$ cat config.mk
export PLATFORM = sky130hd
export DESIGN_NAME = ube_pwrfail_seq
export DESIGN_NICKNAME = d
export VERILOG_FILES = /design/src/rtl/ube_pwrfail_seq.sv
export SDC_FILE = /design/constraint.sdc
export NUM_CORES = 1
export LEC_CHECK = 0
export ABC_AREA = 1
export BUFFER_PORTS_ARGS = -buffer_cell sky130_fd_sc_hd__buf_4
export CORE_UTILIZATION = 35
export DETAILED_ROUTE_END_ITERATION = 10
export PLACE_DENSITY_LB_ADDON = 0.2
export SETUP_SLACK_MARGIN = 0.4
export SLEW_MARGIN = 20
export SYNTH_ARGS = -nofsm -noshare
export SYNTH_HDL_FRONTEND = slang
export SYNTH_SLANG_ARGS = --single-unit
export TNS_END_PERCENT = 5
$ cat constraint.sdc
create_clock -name clk -period 1.9 [get_ports clk]
set_input_delay 0.19 -clock clk [delete_from_list [all_inputs] [get_ports clk]]
set_output_delay 0.19 -clock clk [all_outputs]
set_load 0.02 [all_outputs]
$ cat src/rtl/ube_pwrfail_seq.sv
// Unibus Exerciser power-fail sequencer.
// Turns the CSR2 ACLO level into a timed ACLO -> DCLO -> INIT -> recovery
// sequence on the Unibus drivers, with interrupt pulses and a phase code.
module ube_pwrfail_seq #(
  parameter int unsigned T_WARN     = 250000,
  parameter int unsigned T_DCLO_MIN = 100,
  parameter int unsigned T_INIT     = 50,
  parameter int unsigned T_UP       = 250000,
  parameter int unsigned CNTW       = 20
) (
  input  logic       clk,
  input  logic       rst,
  input  logic       devRESET,
  input  logic       csr2ACLO,
  output logic       ubeACLO,
  output logic       ubeDCLO,
  output logic       ubeINIT,
  output logic       pfINTR,
  output logic       puINTR,
  output logic       busy,
  output logic [2:0] phase
);

  typedef enum logic [2:0] {
    StIdle  = 3'd0,
    StWarn  = 3'd1,
    StDown  = 3'd2,
    StInitp = 3'd3,
    StUp    = 3'd4
  } state_e;

  // Timer loads are duration-1 so that "expired" (timer==0) lands on the last cycle.
  localparam logic [CNTW-1:0] LdWarn = CNTW'(T_WARN - 1);
  localparam logic [CNTW-1:0] LdDclo = CNTW'(T_DCLO_MIN - 1);
  localparam logic [CNTW-1:0] LdInit = CNTW'(T_INIT - 1);
  localparam logic [CNTW-1:0] LdUp   = CNTW'(T_UP - 1);

  state_e            stateQ, stateD;
  logic [CNTW-1:0]   timerQ, timerD;
  logic              prevACLO;
  logic              pfD, puD;
  logic              rise, expired;

  assign rise    = csr2ACLO & ~prevACLO;
  assign expired = (timerQ == '0);

  // Next-state, timer and interrupt-pulse decode.
  always_comb begin
    stateD = stateQ;
    timerD = expired ? timerQ : timerQ - 1'b1;
    pfD    = 1'b0;
    puD    = 1'b0;
    unique case (stateQ)
      StIdle: begin
        timerD = '0;
        if (rise) begin
          stateD = StWarn;
          timerD = LdWarn;
          pfD    = 1'b1;
        end
      end
      StWarn: begin
        // A dropped request aborts even on the expiry cycle.
        if (!csr2ACLO) begin
          stateD = StIdle;
          timerD = '0;
        end else if (expired) begin
          stateD = StDown;
          timerD = LdDclo;
        end
      end
      StDown: begin
        // Timer parks at zero while the request is still held.
        if (expired && !csr2ACLO) begin
          stateD = StInitp;
          timerD = LdInit;
        end
      end
      StInitp: begin
        if (expired) begin
          stateD = StUp;
          timerD = LdUp;
        end
      end
      StUp: begin
        if (expired) begin
          stateD = StIdle;
          timerD = '0;
          puD    = 1'b1;
        end
      end
      default: begin
        stateD = StIdle;
        timerD = '0;
      end
    endcase
  end

  // State, timer, edge history and registered outputs.
  always_ff @(posedge clk) begin
    if (rst || devRESET) begin
      stateQ   <= StIdle;
      timerQ   <= '0;
      prevACLO <= 1'b0;
      ubeACLO  <= 1'b0;
      ubeDCLO  <= 1'b0;
      ubeINIT  <= 1'b0;
      pfINTR   <= 1'b0;
      puINTR   <= 1'b0;
      busy     <= 1'b0;
      phase    <= 3'd0;
    end else begin
      stateQ   <= stateD;
      timerQ   <= timerD;
      prevACLO <= csr2ACLO;
      ubeACLO  <= (stateD != StIdle);
      ubeDCLO  <= (stateD == StDown);
      ubeINIT  <= (stateD == StDown) || (stateD == StInitp);
      pfINTR   <= pfD;
      puINTR   <= puD;
      busy     <= (stateD != StIdle);
      phase    <= 3'(stateD);
    end
  end

endmodule

; ---- After elaboration in Yosys (flattened, before gate mapping)
; Index checks and enable logic that the tools add are counted.
[word_totals]
ff_bits = 29
inputBits = 4
output_inout_bits = 9
wordCells = 45
[classes]
addsub = 1
eq_ne = 6
muxes = 17
bitwise = 4
n_reduce_logical = 9
[op_table]
columns = op, n
row1 = 20-bit 2-to-1 mux, 6
row2 = 20-bit one-hot mux with 5 select lines, 1
row3 = 20-bit logical NOT, 1
row4 = "20-bit by 1-bit subtractor with 20-bit output, second input constant", 1
row5 = 18-bit 2-to-1 mux, 1
row6 = 3-bit 2-to-1 mux, 6
row7 = 3-bit one-hot mux with 5 select lines, 1
row8 = "3-bit by 2-bit equality test with 1-bit output, second input constant", 4
row9 = 2-bit OR reduction, 2
row10 = "3-bit by 1-bit equality test with 1-bit output, second input constant", 1
row11 = "3-bit equality test, second input constant", 1
row12 = 3-bit logical NOT, 1
row13 = 1-bit inverter, 3
row14 = 3-bit nonzero test, 1
row15 = 1-bit logical OR, 2
row16 = 1-bit 2-to-1 mux, 2
row17 = 1-bit bitwise AND, 1
row18 = 1-bit logical AND, 1
row19 = 1-bit logical NOT, 1

; ---- Depth between registers and ports, before layout
; Gate-level depths: netlist (run 1).
[depth]
depth_word = 6
depth_mapped = 12
ltp_nobuf = 12

; ---- Least setup slack after synthesis (run 1)
; Ideal clock, no wire load.
[synth_path]
path_type = register to register
start = register timerQ[0]
end = register timerQ[0]
setup_time_ns = 0.132
t_arrival_ns = 1.585
required_time_ns = 1.768
slack_ns = 0.183
path_stages_with_launch = 11
n_path_buf = 1
synth_period_minus_slack_ns = 1.717
cell_sequence = dfxtp_1 -> inv_1 -> ha_1 -> nand3_1 -> nor2_1 -> nand3_2 -> buf_4 -> ha_1 -> o21ai_0 -> nor3_1 -> a21oi_1
[synth_between]
elab_chain_cells = 5
elab_cells_between_ends = 10
cone_classes = add/sub (1) / mux (7) / reduce/logical (2)
[synth_rtl]
columns = item, line
row1 = "start, declared", 39  ; logic [CNTW-1:0] timerQ, timerD;
row2 = "start signal, assigned", 114  ; timerQ <= timerD;
row3 = 20-bit by 1-bit subtractor with 20-bit output / 20-bit logical NOT (equally long branches), "50, 45"
row4 = 20-bit 2-to-1 mux, 50  ; timerD = expired ? timerQ : timerQ - 1'b1;
row5 = 20-bit 2-to-1 mux, 67  ; end else if (expired) begin
row6 = 20-bit 2-to-1 mux, 64  ; if (!csr2ACLO) begin
row7 = 20-bit one-hot mux with 5 select lines (*), 53  ; unique case (stateQ)
; Mark *: on every way between the ends. The rest lies on a longest branch, timed or not.
; A chain may end at the register's enable or synchronous reset.

; ---- Final worst setup path (run 1)
[layout_path]
start = register timerQ[0]
end = register timerQ[13]
; Same word-level chain as after synthesis.

==> results of run 1 <==
[cell type report]
class | instances | area share
inverters | 42 | 0.07006
well taps | 67 | 0.03667
multi-input cells | 194 | 0.5161
clock inverters | 1 | 0.002189
repair buffers | 21 | 0.07608
clock buffers | 7 | 0.04215
flip-flops and latches | 29 | 0.2567
[sequential cells by signal (all words and copies together) (netlist names)]
name	count
busy	1
pfINTR	1
timerQ	20
prevACLO	1
puINTR	1
ubeDCLO	1
ubeINIT	1
stateQ	3
[layout by cell type (no fill, tap or decap), types with 2 or more instances in the layout]
master	netlist	final
nand2_2	4	11
a21oi_2	1	2
nor2_2	7	11
inv_1	35	33
nor3_1	5	5
xor2_1	9	9
nor4_1	2	2
nor2_4	2	7
nand4_1	9	9
ha_4	0	2
a21oi_1	18	17
buf_4	2	19
nor2_1	33	24
nand3_2	3	4
inv_2	6	7
dfxtp_2	0	2
clkbuf_8	0	7
nand3_4	1	3
dfxtp_1	29	26
nor3_4	1	3
nand3_1	21	18
nand2_1	59	51
o21ai_0	6	5
[path summary, 6_finish.rpt]
check | from | end | slack (ns)
hold / removal | rst | timerQ[14]$_SDFF_PP0_ | 0.18
hold reg to reg | timerQ[19]$_SDFF_PP0_ | timerQ[19]$_SDFF_PP0_ | 0.55
setup / recovery | timerQ[0]$_SDFF_PP0_ | timerQ[13]$_SDFF_PP0_ | 0.29
setup reg to reg | timerQ[0]$_SDFF_PP0_ | timerQ[13]$_SDFF_PP0_ | 0.29
[metrics by stage]
step,std cells,setup WS [ns]
after floorplan,269,0.2825
after global placement,350,0.1883
after detailed placement,350,0.1558
after CTS,358,0.2943
after global routing,361,0.1936
final,361,0.2900
[where the power goes]
part	switching [mW]	total (mW)	internal, mW
sequential	0.0332	0.669	0.636
combinational	0.492	0.813	0.321
clock	0.247	0.574	0.327
[cells by family after synthesis]
group | Yosys count
xor gates and xnor gates | 9
adders and majority gates | 4
DFF | 29
and+or+nand+nor | 152
AOI/OAI and AO/OA | 29
buffers and inverters | 46
[what timing repair did]
item | CTS | global route
resized for setup | 16 | 21
gates cloned | 0 | 0
pin swaps | 4 | 4
setup buffers | 0 | 3
hold buffers | 0 | 0
endpoints found under the setup margin | 25 | 26
[worst max-delay path, delay by kind of cell, from the launching register on]
family        cells  cell delay, ns
buf+inv           1            0.08
fa+ha+maj         1            0.14
flops             1            0.37
simple gates      7            0.90
[routing by layer]
metal  routed length (um)  global-route usage
met4                  101             0.07051
met5                    0                   0
met3                  213             0.05487
met1                 2381              0.2738
met2                 2052              0.2926
==> flow_summary.toml, run 1 <==
[status]
status = "finished clean"

[routing]
num_vias = 1749
avgRoutedWirePerCell_um = 13.16
wirelength_mm = 4.749
drtPass1Iterations = 4
drt_iter0_drc = 120
antenna_left = 0
vias_per_cell = 4.845
drc_errors = 0

[yosys]
yosysSeqAreaShare = 0.3227
synth_edf_count = 0
synthFlopType = "dfxtp_1"
synth.ff_latch_count = 29
synth_top_cell_by_area = "dfxtp_1"
synth-xor-area-share = 0.04381
synthesis.area_um2 = 1799
synthAdderAreaFrac = 0.02782
syn_nets = 277
async_flop_share = 0
synthMuxAreaShare = 0
ys_top_cells_by_area = "dfxtp_1 32%, nand2_1 12%, inv_1 7.3%"
synth_compound_area_frac = 0.08901
yosysMostFrequentCell = "nand2_1"
synth_top_family_by_area = "simple AND/OR/NAND/NOR gates"
synthTopCellsByCount = "59 x nand2_1, 35 x inv_1, 33 x nor2_1"
netlist_instances = 269
syn_area_per_cell_um2 = 6.689
netlist.area_leader.share = 0.3227
synth_simple_gate_area_frac = 0.4124
ys_warn_count = 0
synthDistinctLibCells = 31

[worst_setup_path]
slowest_stage = "dfxtp_4"
crit_fanout = 5
cpMostUsedCell = "nand2_2"
worstSetupPathType = "reg2reg"
cp_data_arrival_time_ns = 1.79
critical_path_required_ns = 2.08
max_stage_delay_ns = 0.37
crit_path_cell_trace = "inv_4, ha_4, nand2_1, nor2_2, nand4_1, nand2_2, nand3_1, nand2_2, nor2_1"
r2r_cells = 9
cp-start-kind = "flip-flop"
endpoint_kind = "flip-flop"

[cells_and_area]
regArea_um2 = 586.8
area_delta_synth_final_pct = 27.05
nets = 301
drive_gt1_frac = 0.2993
n_antenna_cell = 0
fin_util = 0.4715
design_area_um2 = 2286
fillers = 493
multi_input_area_um2 = 1180

[power]
leakagePower_nw = 1.140
total_power_mw = 2.056
ir_drop_v = 0.0004776
powerDensity_nw_per_um2 = 899.5

[hold_path]
hold_depth = 4
worst_hold_path_type = "in2reg"

[clock_network]
cts_tree = "done"
cts-root-buf = "clkbuf_8"
clock_path_buffers = 2
clock_insertion_delay_worst_skew_ns = 0.29
cts_buffers = 5
h-tree-depth = 2
clk_pin_slew_worst_paths_ns = 0.06
cts.sinks = 29

[grt]
grt_pass1_wl_mm = 7.859
grt_antenna_before_repair = 0
grt_pass1_vias = 1646
grt_overflow_total = 0
track_usage = 0.1980
grt_max_degree = 20

[die]
die_x_um = 73.70
die_h_um = 73.70
rows = 25
io-pin-count = 13
coreArea_um2 = 4848
start_util = 0.3711
dieArea_um2 = 5432

[timing]
finalClockSkew_ns = 0.003720
rsz0062_at_grt = "yes"
min_period_ns = 1.610
fmaxAchievable_ghz = 0.6211
setup_viol = 0
setup_tns_ns = 0
slew_headroom = 0.7489
whs_ns = 0.1780
finalHoldViolCount = 0
worstMarginPinSlew_ns = 0.3753
slew_violations = 0
period_share = 0.8474

[placement]
io_buffers = 12
dpl-instance-area_um2 = 2026
dp_hpwl_mm = 3.713
finalWeightedCongestion = 0.9298

[flow_run]
cap_violations = 0
(Power assumes the default switching activity.)
==> run 2, diff against run 1 <==
==> constraint.sdc (replaced) <==
create_clock -name clk -period 1.6 [get_ports clk]
set_input_delay 0.16 -clock clk [delete_from_list [all_inputs] [get_ports clk]]
set_output_delay 0.16 -clock clk [all_outputs]
set_load 0.02 [all_outputs]
==> flow_summary.toml, run 2 (synthesized netlist as in run 1, its figures left out) <==
[status]
status = "finished clean"

[die]
dieArea_um2 = 5432
die_x_um = 73.70
die_h_um = 73.70
io-pin-count = 13
start_util = 0.3711
rows = 25
coreArea_um2 = 4848

[worst_setup_path]
max_stage_delay_ns = 0.32
crit_fanout = 6
r2r_cells = 9
cp_data_arrival_time_ns = 1.75
crit_path_cell_trace = "inv_2, ha_4, nand3_4, nor2_4, nand3_4, ha_4, o21ai_2, nor3_2, a21oi_1"
cp-startpoint = "timerQ[1]$_SDFF_PP0_"
worst-r2r-setup-slack_ns = 0.03
r2r-end = "timerQ[0]$_SDFF_PP0_"
cp-start-kind = "flip-flop"
worstSetupPathType = "reg2reg"
endpoint = "timerQ[0]$_SDFF_PP0_"
rr_startpoint = "timerQ[1]$_SDFF_PP0_"
critical_path_required_ns = 1.78
slowest_stage = "dfxtp_2"
endpoint_kind = "flip-flop"

[placement]
dp_hpwl_mm = 4.019
dp_cells = 379
finalWeightedCongestion = 0.8964
dp_slack_ns = -0.09959
dpl-instance-area_um2 = 2243
io_buffers = 12

[timing]
setup_ws_ns = 0.02619
rsz0062_at_grt = "yes"
worstMarginPinSlew_ns = 0.4098
slew_headroom = 0.7258
finalClockSkew_ns = 0.003515
fmaxAchievable_ghz = 0.6354
setup_viol = 0
period_share = 0.9836
whs_ns = 0.1345
slew_violations = 0
finalHoldViolCount = 0
min_period_ns = 1.574

[clock_network]
cts_buffers = 5
h-tree-depth = 2
cts_tree = "done"
clock_path_buffers = 2
clock_insertion_delay_worst_skew_ns = 0.29
clk_pin_slew_worst_paths_ns = 0.06
cts-root-buf = "clkbuf_8"
cts.sinks = 29

[power]
leakagePower_nw = 1.340
powerDensity_nw_per_um2 = 987.0
total_power_mw = 2.523
ir_drop_v = 0.0004987

[grt]
grt_max_degree = 17
grt_pass1_vias = 1917
track_usage = 0.2171
grt_overflow_total = 0
grt_antenna_before_repair = 0
grt_pass1_wl_mm = 8.790

[routing]
num_vias = 1915
wirelength_mm = 5.328
avgRoutedWirePerCell_um = 13.52
drt_iter0_drc = 127
vias_per_cell = 4.860
antenna_left = 0
drc_errors = 0
drtPass1Iterations = 6

[cells_and_area]
drive_gt1_frac = 0.3853
final_cell_count_no_fill = 394
n_antenna_cell = 0
top_register = "timerQ"
most-common-layout-cells = "51 x nand2_1, 51 x buf_4, 33 x inv_1, 25 x nor2_1, 25 x dfxtp_1"
design_area_um2 = 2556
largest_reg_flops = 20
reg_top3 = "timerQ x20, stateQ x3"
area_delta_synth_final_pct = 42.07
nets = 335

[flow_run]
cap_violations = 0

[hold_path]
worst_hold_path_type = "in2reg"
## run 2: cell types whose count changed in the layout (fill, tap and decap cells not counted), sizes merged
cell / previous run / this run
clkinv: 2 / 1
buf: 21 / 55
## run 2: area by class of cell
cell class / count / area, um2
clock buffers: 7 / 86.33
fillers: 478 / 2292
inverters: 42 / 160.2
multi-input cells: 194 / 1216
flip-flops and latches: 29 / 588.1
well taps: 67 / 83.83
repair buffers: 55 / 421.7
## run 2: worst min path at each step
stage	cells after the start	endpoint	slack, ns	start
after floorplan	2	prevACLO$_SDFF_PP0_	0.29	csr2ACLO
after detailed placement	4	timerQ[14]$_SDFF_PP0_	0.43	rst
after global routing	4	timerQ[14]$_SDFF_PP0_	0.17	rst
after global placement	4	timerQ[14]$_SDFF_PP0_	0.43	rst
after CTS	4	timerQ[14]$_SDFF_PP0_	0.13	rst
final	4	timerQ[14]$_SDFF_PP0_	0.13	rst
## run 2: repair_timing
item                       4_1_cts  5_1_grt
pin swaps                       14       11
cloned                           1        0
hold buffers                     0        0
setup buffers                    7        0
setup endpoints to repair       28       28
resized for setup               25       20
## run 2: metrics by stage
| stage | setup TNS [ns] | util |
|---|---|---|
| final | 0 | 0.5272 |
| after global routing | -0.6830 | 0.5272 |
| after CTS | 0 | 0.5123 |
| after detailed placement | -0.7194 | 0.4627 |
| after global placement | -0.5457 | 0.4627 |
| after floorplan | -0.01754 | - |
## run 2: routing by layer
metal,part of all wire,track usage
met1,0.45,0.2570
met2,0.49,0.3721
met3,0.042,0.04938
met4,0.022,0.09615
met5,0,0
## run 2: report_power, final
part,internal [mW],switching (mW),total [mW]
clock,0.341,0.283,0.624
sequential,0.755,0.0265,0.782
combinational,0.473,0.644,1.12
## run 2: critical path: cells and delay by family, from the launching register on
kind / cells / cell delay (ns)
adder cells (fa/ha/maj): 2 / 0.47
flip-flops: 1 / 0.32
AO/OA/AOI/OAI: 2 / 0.13
buffers and inverters: 1 / 0.08
AND/OR/NAND/NOR: 4 / 0.45
